<file path="src/rtl/usb_frame_timer.sv">
// USB frame timer: generates the SOF tick, the wrapping frame number, the in-frame cycle
// position and the end-of-frame guard flag. The period is trimmed at each frame start.
module usb_frame_timer #(
    parameter int CLK_PER_FRAME = 48000,
    parameter int FRAME_W       = 11,
    parameter int TRIM_W        = 8,
    parameter int EOF_GUARD     = 32,
    parameter int CNT_W         = $clog2(CLK_PER_FRAME + 2**(TRIM_W-1))
) (
    input  logic               clk,
    input  logic               reset,
    input  logic               en,
    input  logic               clr,
    input  logic               load,
    input  logic [FRAME_W-1:0] load_frame,
    input  logic [TRIM_W-1:0]  trim,
    output logic               sof_tick,
    output logic [FRAME_W-1:0] frame_num,
    output logic [CNT_W-1:0]   cyc_cnt,
    output logic               near_eof,
    output logic               running
);
    typedef enum logic {
        IDLE = 1'b0,
        RUN  = 1'b1
    } state_t;

    localparam logic [CNT_W:0] NOMINAL = (CNT_W+1)'(CLK_PER_FRAME);
    localparam logic [CNT_W:0] GUARD   = (CNT_W+1)'(EOF_GUARD);
    localparam logic [CNT_W:0] ONE     = (CNT_W+1)'(1);

    state_t             state_reg, state_next;
    logic               sof_reg, sof_next;
    logic [FRAME_W-1:0] frame_reg, frame_next;
    logic [CNT_W-1:0]   cyc_reg, cyc_next;
    logic [CNT_W:0]     period_reg, period_next;
    logic [CNT_W:0]     trim_ext;
    logic [CNT_W:0]     period_trimmed;
    logic               frame_end;

    // Sign-extend the trim to the one-bit-wider period arithmetic width.
    genvar gi;
    generate
        for (gi = 0; gi <= CNT_W; gi++) begin : g_trim_sext
            if (gi < TRIM_W) begin : g_low
                assign trim_ext[gi] = trim[gi];
            end else begin : g_high
                assign trim_ext[gi] = trim[TRIM_W-1];
            end
        end
    endgenerate

    assign period_trimmed = NOMINAL + trim_ext;
    assign frame_end      = ({1'b0, cyc_reg} == period_reg - ONE);

    always_ff @(posedge clk or posedge reset) begin
        if (reset) begin
            state_reg  <= IDLE;
            sof_reg    <= 1'b0;
            frame_reg  <= '0;
            cyc_reg    <= '0;
            period_reg <= NOMINAL;
        end else begin
            state_reg  <= state_next;
            sof_reg    <= sof_next;
            frame_reg  <= frame_next;
            cyc_reg    <= cyc_next;
            period_reg <= period_next;
        end
    end

    always_comb begin
        state_next  = state_reg;
        sof_next    = 1'b0;
        frame_next  = frame_reg;
        cyc_next    = cyc_reg;
        period_next = period_reg;

        // A load overrides the increment, so a coincident SOF carries load_frame.
        if (load) begin
            frame_next = load_frame;
        end

        if (clr) begin
            state_next = IDLE;
            cyc_next   = '0;
            frame_next = '0;
        end else begin
            case (state_reg)
                IDLE: begin
                    if (en) begin
                        state_next  = RUN;
                        sof_next    = 1'b1;
                        cyc_next    = '0;
                        period_next = period_trimmed;
                    end
                end
                RUN: begin
                    if (en) begin
                        if (frame_end) begin
                            sof_next    = 1'b1;
                            cyc_next    = '0;
                            period_next = period_trimmed;
                            if (!load) begin
                                frame_next = frame_reg + 1'b1;
                            end
                        end else begin
                            cyc_next = cyc_reg + 1'b1;
                        end
                    end
                end
                default: state_next = IDLE;
            endcase
        end
    end

    assign sof_tick  = sof_reg;
    assign frame_num = frame_reg;
    assign cyc_cnt   = cyc_reg;
    assign running   = (state_reg == RUN);
    // Decoded from registers only, so it holds its value while paused.
    assign near_eof  = (state_reg == RUN) && ({1'b0, cyc_reg} >= period_reg - GUARD);

endmodule

</file>
<file path="config.mk">
export PLATFORM = sky130hd
export DESIGN_NAME = usb_frame_timer
export DESIGN_NICKNAME = d
export VERILOG_FILES = /design/src/rtl/usb_frame_timer.sv
export SDC_FILE = /design/constraint.sdc
export NUM_CORES = 1
export LEC_CHECK = 0
export ABC_AREA = 1
export ABC_CLOCK_PERIOD_IN_PS = 2100
export BUFFER_PORTS_ARGS = -buffer_cell sky130_fd_sc_hd__clkbuf_2
export CAP_MARGIN = 25
export CELL_PAD_IN_SITES_DETAIL_PLACEMENT = 0
export CELL_PAD_IN_SITES_GLOBAL_PLACEMENT = 1
export CORE_ASPECT_RATIO = 1.75
export CORE_MARGIN = 3
export CORE_UTILIZATION = 36
export CTS_CLUSTER_DIAMETER = 120
export DETAILED_ROUTE_END_ITERATION = 16
export GPL_ROUTABILITY_DRIVEN = 0
export PLACE_DENSITY_LB_ADDON = 0.1
export SKIP_LAST_GASP = 1
export SYNTH_ARGS = -nofsm -noshare
export SYNTH_HDL_FRONTEND = slang
export SYNTH_SLANG_ARGS = --single-unit
</file>
<file path="constraint.sdc">
create_clock -name clk -period 2.1 [get_ports clk]
set_clock_uncertainty 0.1 [all_clocks]
set_input_delay 0.105 -clock clk [delete_from_list [all_inputs] [get_ports clk]]
set_output_delay 0.105 -clock clk [all_outputs]
set_load 0.05 [all_outputs]
</file>
Word level (Yosys, flattened, before mapping):

Cells that the tools add are included.

* bits in registers: 46
* output and inout bits: 30
* logic and storage cells: 44

* muxes and demuxes: 22
* bitwise logic cells: 2
* add/subtract/negate cells: 5
* magnitude comparators: 1
* reductions and logical operators: 3
* equality and inequality tests: 6

Operator list (count)
* $mux 11: 6
* $mux 16: 4
* $mux 17: 3
* $pmux 17 s2: 1
* $pmux 16 s2: 1
* $add 16x17->17 const A: 1
* $eq 16x17->1: 1
* $ge 16x17->1: 1
* $sub 17x1->17 const B: 1
* $sub 17x6->17 const B: 1
* $add 16x1->16 const B: 1
* $add 11x1->11 const B: 1
* $mux 1: 6
* $ne 3x3->1 const B: 2
* $ne 2x2->1 const B: 2
* $reduce_and 4->1: 1
* $ne 2x1->1 const B: 1
* $not 1->1: 2
* $pmux 1 s2: 1
* $reduce_and 2->1: 1
* $logic_and 1x1->1: 1

Longest topological paths before layout:

Gate-level depths: netlist of run 1.

* word-level depth: 6
* gate-level depth with buffers: 17

Least setup slack after synthesis of run 1:

OpenSTA, ideal clock, no wires.

* path kind: register -> register
* start point: register cyc_reg[0], in the netlist cyc_cnt[0]
* end point: register cyc_reg[15], in the netlist cyc_cnt[15]
* required time: 1870 ps
* library setup time: 130 ps
* stages on the path, launching flop included: 16
* setup slack: -310 ps
* path buffers: 1
* data arrival time: 2180 ps
* cells stage by stage: dfrtp_1 inv_1 ha_1 inv_1 nand2_1 nor2_1 nand3_1 nor2_4 nand3_2 nor2_2 nand2_4 nand2_4 nor2_2 buf_6 o21ai_1 o21ai_1

* longest elaborated chain between the ends: 5
* elaborated cells on any way between the ends: 6

Ends and longest elaborated chain
* start, declared: line 35 `logic [CNT_W-1:0] cyc_reg, cyc_next;`
* start signal, assigned: line 67 `cyc_reg <= cyc_next;`
* $add 16x1->16 or $eq 16x17->1 (tied branches): line 108, 54
* $mux 16 (*): line 100 `if (frame_end) begin`
* $mux 16 (*): line 99 `if (en) begin`
* $pmux 16 s2 (*): line 89 `case (state_reg)`
* $mux 16 (*): line 84 `if (clr) begin`

Every way passes the cells marked *; elsewhere a longest branch is shown, timed or not. The select of a mux whose other input is x is not followed.
A chain may end at the register's enable or synchronous reset.

Worst setup path in the final report of run 1:

* start point: register period_reg[7]
* end point: output port near_eof

* longest elaborated chain between the ends: 3

Ends and longest elaborated chain
* start, declared: line 36 `logic [CNT_W:0] period_reg, period_next;`
* start signal, assigned: line 68 `period_reg <= period_next;`
* $sub 17x6->17: line 122 `assign near_eof = (state_reg == RUN) && ({1'b0, cyc_reg} >= period_reg - GUARD);`
* $ge 16x17->1: line 122
* $logic_and 1x1->1: line 122
* end, declared: line 20 `output logic near_eof,`

No other way between the ends.

==> results.txt, run 1 <==
clock slew at reported path FFs - 0.06 ns
Layout Nets - 625
critical path, cell by cell - nor3_2, ha_1, nand4_1, or4_1, nand4_1, nand2_1, clkinvlp_4, buf_12
WL per Instance - 14.2 um
Root Driver - clkbuf_16
Initial DRC Count - 137
final WL - 9.88 mm
Final Cycle Share - 121%
Final setup viols - 33
crit path DAT - 2.33 ns
HPWL Detailed - 7.54 mm
initial core utilization - 37.2%
core area - 8310 um^2
Post-synth ARST share - 100%
Die ar. - 9780 um^2
DR vias - 3349
first-pass GRT wire length - 16.0 mm
# rows - 44
commonest cells after routing, fill and taps aside - nand2_1, inv_1, nor2_1
Max-Cap Viols - 0
die height - 129 um
drt first pass iters - 4
CP max stage delay - 0.59 ns
die width - 76.1 um
initial antenna violation count - 0
post-synthesis mux area share - 0%
Cell Pwr Density - 547 nW/um^2
H-tree depth - 2
Crit-path slowest cell - dfstp_2
Post-Synthesis Cells - 461
global route overflow - 0
Ys Warns - 0
register area share after synthesis - 30.0%
DRC errors left - 0
Yosys reg bits - 37
final core area utilization - 53.3%
vias in the first global route - 3345
Simple-Gate Fraction of Synth Area - 36.2%
type of the worst min-delay path - in -> reg
Post-synth EDFFs - 0
clock sink total - 37
Critical Path End Type - output port
Final Max Slew Viols - 0
synthesis-to-finish area growth - 43.4%
Adder-Cell Fraction of Synth Area - 7.69%
RSZ-0062 raised after global routing - yes
# port buffers - 53
VDD IR max - 388 uV
Vias/cell - 4.80
Final Hold Fails - 0
Tmin final - 2.54 ns
Netlist cell types - 37
Crit path required time - 1.89 ns
main combinational cell family by area after synthesis - simple AND/OR/NAND/NOR gates
Worst-Skew Late Latency - 0.29 ns
TritonCTS Buffers - 5
final worst setup slack - -0.436 ns
worst rel slew slack - 63.1%
DRT antenna net count - 0
Post-Synth XOR/XNOR Area - 3.68%
commonest non-fill, non-tap cell in the layout - nand2_1
max reg flops - 16
largest net degree at the start of global routing - 38
Synth Area in Compound Gates - 11.7%
Cell Area, Synth - 3090 um^2
CTS tree - built
status - finished, violations left
hold_ws - 0.0315 ns
# fillers - 817
Slew @ Worst Pin - 0.553 ns
Clock Tree Buf Depth - 2
share of layout cells above drive strength 1 - 32.6%
WS Path Type - reg -> out
critical path peak fanout - 4
P_leak - 2.26 nW
fmax - 394 MHz
violated checks - negative setup slack
dominant synthesized flop cell - dfrtp_1
most used cell, CP - nand4_1
io pins - 54
Avg Synthesized Cell Area - 6.71 um^2
All-Layer GR Usage - 20.7%
crit start category - flop
ANT cells - 0
-- cells in the mapped netlist (3+ instances only) --
| cell | n | area, um^2 |
|---|---|---|
| a21oi_1 | 23 | 115 |
| clkbuf_1 | 6 | 22.5 |
| dfrtp_1 | 36 | 901 |
| ha_1 | 19 | 238 |
| inv_1 | 69 | 259 |
| nand2_1 | 101 | 379 |
| nand2_2 | 4 | 25.0 |
| nand2_4 | 4 | 45.0 |
| nand3_1 | 36 | 180 |
| nand4_1 | 17 | 106 |
| nor2_1 | 59 | 221 |
| nor2_2 | 6 | 37.5 |
| nor3_1 | 6 | 30.0 |
| o21ai_0 | 19 | 95.1 |
| o21ai_1 | 15 | 75.1 |
| o22ai_1 | 3 | 18.8 |
| xnor2_1 | 5 | 43.8 |
| xor2_1 | 8 | 70.1 |
-- logic make-up after synthesis --
logic type	after synthesis
and+or+nand+nor	243
xor gates and xnor gates	13
DFF	37
buffers and inverters	80
other	2
adders and majority gates	19
AOI/OAI and AO/OA	67
-- final cells by class --
| type | instances | area, um^2 | area share (%) |
|---|---|---|---|
| multi-input cells | 349 | 2060 | 46.6 |
| inverters | 71 | 288 | 6.49 |
| repair inverters | 1 | 16.3 | 0.367 |
| clock inverters | 3 | 17.5 | 0.395 |
| repair buffers | 117 | 843 | 19.0 |
| clock buffers | 5 | 125 | 2.82 |
| flip-flops and latches | 37 | 935 | 21.1 |
| well taps | 115 | 144 | 3.25 |
-- worst max-delay path: cells and delay by family, from the launching register on --
kind                       cells  cell delay, ns
buffers and inverters          2            0.22
and+or+nand+nor                5            0.90
DFF                            1            0.59
adders and majority gates      1            0.34
-- routing by layer --
| layer | global-route usage, % | routed length [um] | vias up |
|---|---|---|---|
| met4 | 8.32 | 258 | 0 |
| met2 | 42.8 | 5650 | 65 |
| li1 | - | - | 1736 |
| met1 | 20.6 | 3720 | 1531 |
| met5 | 0 | 0 | - |
| met3 | 2.38 | 257 | 17 |
-- where the power goes --
part / switching (mW) / internal (mW)
sequential: 0.0573 / 0.762
combinational: 0.502 / 0.345
clock: 0.325 / 0.436
-- worst paths after layout --
path,slack [ns],cells past startpoint,end,from
setup / recovery,-0.44,8,near_eof,period_reg[7]
hold / removal,0.03,3,frame_num[4],load_frame[4]
setup reg to reg,-0.16,17,frame_num[7],period_reg[0]
hold reg to reg,0.42,2,period_reg[7],period_reg[7]
max in group asynchronous,1.14,4,cyc_cnt[14],reset
min in group asynchronous,0.38,4,period_reg[5],reset
-- repair_timing --
item                                   CTS  global route
setup endpoints to repair               33            36
cloned                                   2             0
pin swaps                               30            28
buffers inserted                        10             2
resized for setup                       38            20
endpoints found under the hold margin   44             0
hold buffers                             9             0
-- through the flow --
step	setup slack [ns]	cell area, um^2	std cells	setup TNS (ns)	total power, mW
3_3_place_gp	-0.179	3870	669	-1.79	1.53
6_report	-0.436	4430	698	-3.82	2.43
5_1_grt	-0.503	4430	698	-7.88	2.58
3_5_place_dp	-0.184	3870	669	-3.28	1.54
2_1_floorplan	-0.0805	3150	465	-1.18	1.30
4_1_cts	-0.436	4350	696	-2.59	2.42
Power figures use the tool's default switching activity.
==> run 2, diff against run 1 <==
--- a/config.mk
+++ b/config.mk
@@ -11,7 +11,7 @@
 export CAP_MARGIN = 25
 export CELL_PAD_IN_SITES_DETAIL_PLACEMENT = 0
 export CELL_PAD_IN_SITES_GLOBAL_PLACEMENT = 1
-export CORE_ASPECT_RATIO = 1.75
+export CORE_ASPECT_RATIO = 0.6
 export CORE_MARGIN = 3
 export CORE_UTILIZATION = 36
 export CTS_CLUSTER_DIAMETER = 120
==> constraint.sdc (replaced) <==
create_clock -name clk -period 2.1 [get_ports clk]
set_clock_uncertainty 0.1 [all_clocks]
set_input_delay 0.315 -clock clk [delete_from_list [all_inputs] [get_ports clk]]
set_output_delay 0.315 -clock clk [all_outputs]
set_load 0.05 [all_outputs]
==> results.txt, run 2 (synthesis results as in run 1) <==
fmax - 368 MHz (was 394 MHz)
global route overflow - 0 (unchanged)
vias in the first global route - 3205 (was 3345)
Vias/cell - 4.87 (was 4.80)
Placed Instances - 691 (was 669)
share of layout cells above drive strength 1 - 37.8% (was 32.6%)
final core area utilization - 56.1% (was 53.3%)
Die ar. - 9770 um^2 (was 9780 um^2)
DRT antenna net count - 0 (unchanged)
WS Path Type - reg -> out (unchanged)
violated checks - negative setup slack (unchanged)
H-tree depth - 2 (unchanged)
Cell Pwr Density - 581 nW/um^2 (was 547 nW/um^2)
Layout Nets - 638 (was 625)
Final setup viols - 34 (was 33)
worst rel slew slack - 66.5% (was 63.1%)
DRC errors left - 0 (unchanged)
initial core utilization - 38.2% (was 37.2%)
final WL - 10.3 mm (was 9.88 mm)
# port buffers - 53 (unchanged)
# rows - 25 (was 44)
P_leak - 2.30 nW (was 2.26 nW)
first-pass GRT wire length - 16.5 mm (was 16.0 mm)
drt first pass iters - 5 (was 4)
type of the worst min-delay path - in -> async (was in -> reg)
Crit path required time - 1.68 ns (was 1.89 ns)
io pins - 54 (unchanged)
critical path peak fanout - 3 (was 4)
HPWL Detailed - 8.02 mm (was 7.54 mm)
Final Hold Fails - 0 (unchanged)
commonest non-fill, non-tap cell in the layout - nand2_1 (unchanged)
VDD IR max - 321 uV (was 388 uV)
Slew @ Worst Pin - 0.503 ns (was 0.553 ns)
final worst setup slack - -0.617 ns (was -0.436 ns)
synthesis-to-finish area growth - 47.1% (was 43.4%)
status - finished, violations left (unchanged)
DR vias - 3426 (was 3349)
TritonCTS Buffers - 5 (unchanged)
crit path DAT - 2.30 ns (was 2.33 ns)
die height - 77.8 um (was 129 um)
Critical Path End Type - output port (unchanged)
Max-Cap Viols - 0 (unchanged)
Worst-Skew Late Latency - 0.28 ns (was 0.29 ns)
All-Layer GR Usage - 21.4% (was 20.7%)
Final Cycle Share - 129% (was 121%)
ANT cells - 0 (unchanged)
clock slew at reported path FFs - 0.06 ns (about the same)
core area - 8100 um^2 (was 8310 um^2)
worst slack, placed - -0.378 ns (was -0.184 ns)
die width - 126 um (was 76.1 um)
Final Non-Filler Cells - 704 (was 698)
clock sink total - 37 (unchanged)
crit start category - flop (unchanged)
RSZ-0062 raised after global routing - yes (unchanged)
Root Driver - clkbuf_16 (unchanged)
WL per Instance - 14.6 um (was 14.2 um)
largest net degree at the start of global routing - 38 (unchanged)
Clock Tree Buf Depth - 2 (unchanged)
Tmin final - 2.72 ns (was 2.54 ns)
commonest cells after routing, fill and taps aside - nand2_1, buf_4, inv_1 (was nand2_1, inv_1, nor2_1)
Initial DRC Count - 200 (was 137)
Final Max Slew Viols - 0 (unchanged)
max reg flops - 16 (unchanged)
Post-Route Setup TNS - -3.83 ns (was -3.82 ns)
CTS tree - built (unchanged)
initial antenna violation count - 0 (unchanged)
Pwr Total - 2.64 mW (was 2.43 mW)
run 2: through the flow:
step / instance area (um^2) / hold slack [ns]
after CTS: 4390 / 0.0445
after floorplan: 3190 / 0.289
after detailed placement: 4120 / 0.351
after global routing: 4550 / 0.0716
final: 4550 / 0.0257
after global placement: 4120 / 0.351
run 2: worst paths after layout:
check | start | endpoint | slack [ns] | cells after the start
min | reset | cyc_cnt[13] | 0.03 | 3
min in group clk | trim[7] | period_reg[7] | 0.08 | 2
max | period_reg[7] | near_eof | -0.62 | 8
max in group asynchronous | reset | cyc_cnt[8] | 1.50 | 3
min reg2reg | period_reg[7] | period_reg[7] | 0.56 | 3
max reg2reg | period_reg[0] | cyc_cnt[12] | -0.18 | 16
run 2: area by class of cell:
type / count / area, um^2
Sequential cell: 37 / 935
Clock inverter: 1 / 30.0
Clock buffer: 7 / 143
Tap cell: 108 / 135
Timing Repair inverter: 1 / 11.3
Multi-Input combinational cell: 349 / 2120
Timing Repair Buffer: 130 / 886
Inverter: 71 / 285
Fill cell: 815 / 3550
run 2: worst max-delay path, stage by stage (launching register included):
cell and delay (ns):
dfstp_2 0.56, nor3_2 0.04, ha_1 0.36, nand4_1 0.11
or4_1 0.52, nand4_1 0.12, nand2_2 0.08, clkinvlp_4 0.10
buf_12 0.13
run 2: power breakdown:
group | internal (mW) | total, mW | switching, mW
clock | 0.594 | 0.901 | 0.307
combinational | 0.378 | 0.929 | 0.551
sequential | 0.762 | 0.809 | 0.0475
total | 1.73 | 2.64 | 0.906
run 2: repair_timing:
action,CTS,global route
hold endpoints to repair,0,0
gates cloned,2,0
pin swaps,7,35
hold buffers,0,0
setup endpoints to repair,36,37
setup buffers,2,2
resized for setup,17,44
run 2: routing by layer:
metal	up-vias	wire length [um]	global-route usage, %
met5	-	0	0
met1	1585	5800	35.4
met3	6	554	4.54
li1	1761	-	-
met4	0	48	3.35
met2	74	3900	27.7
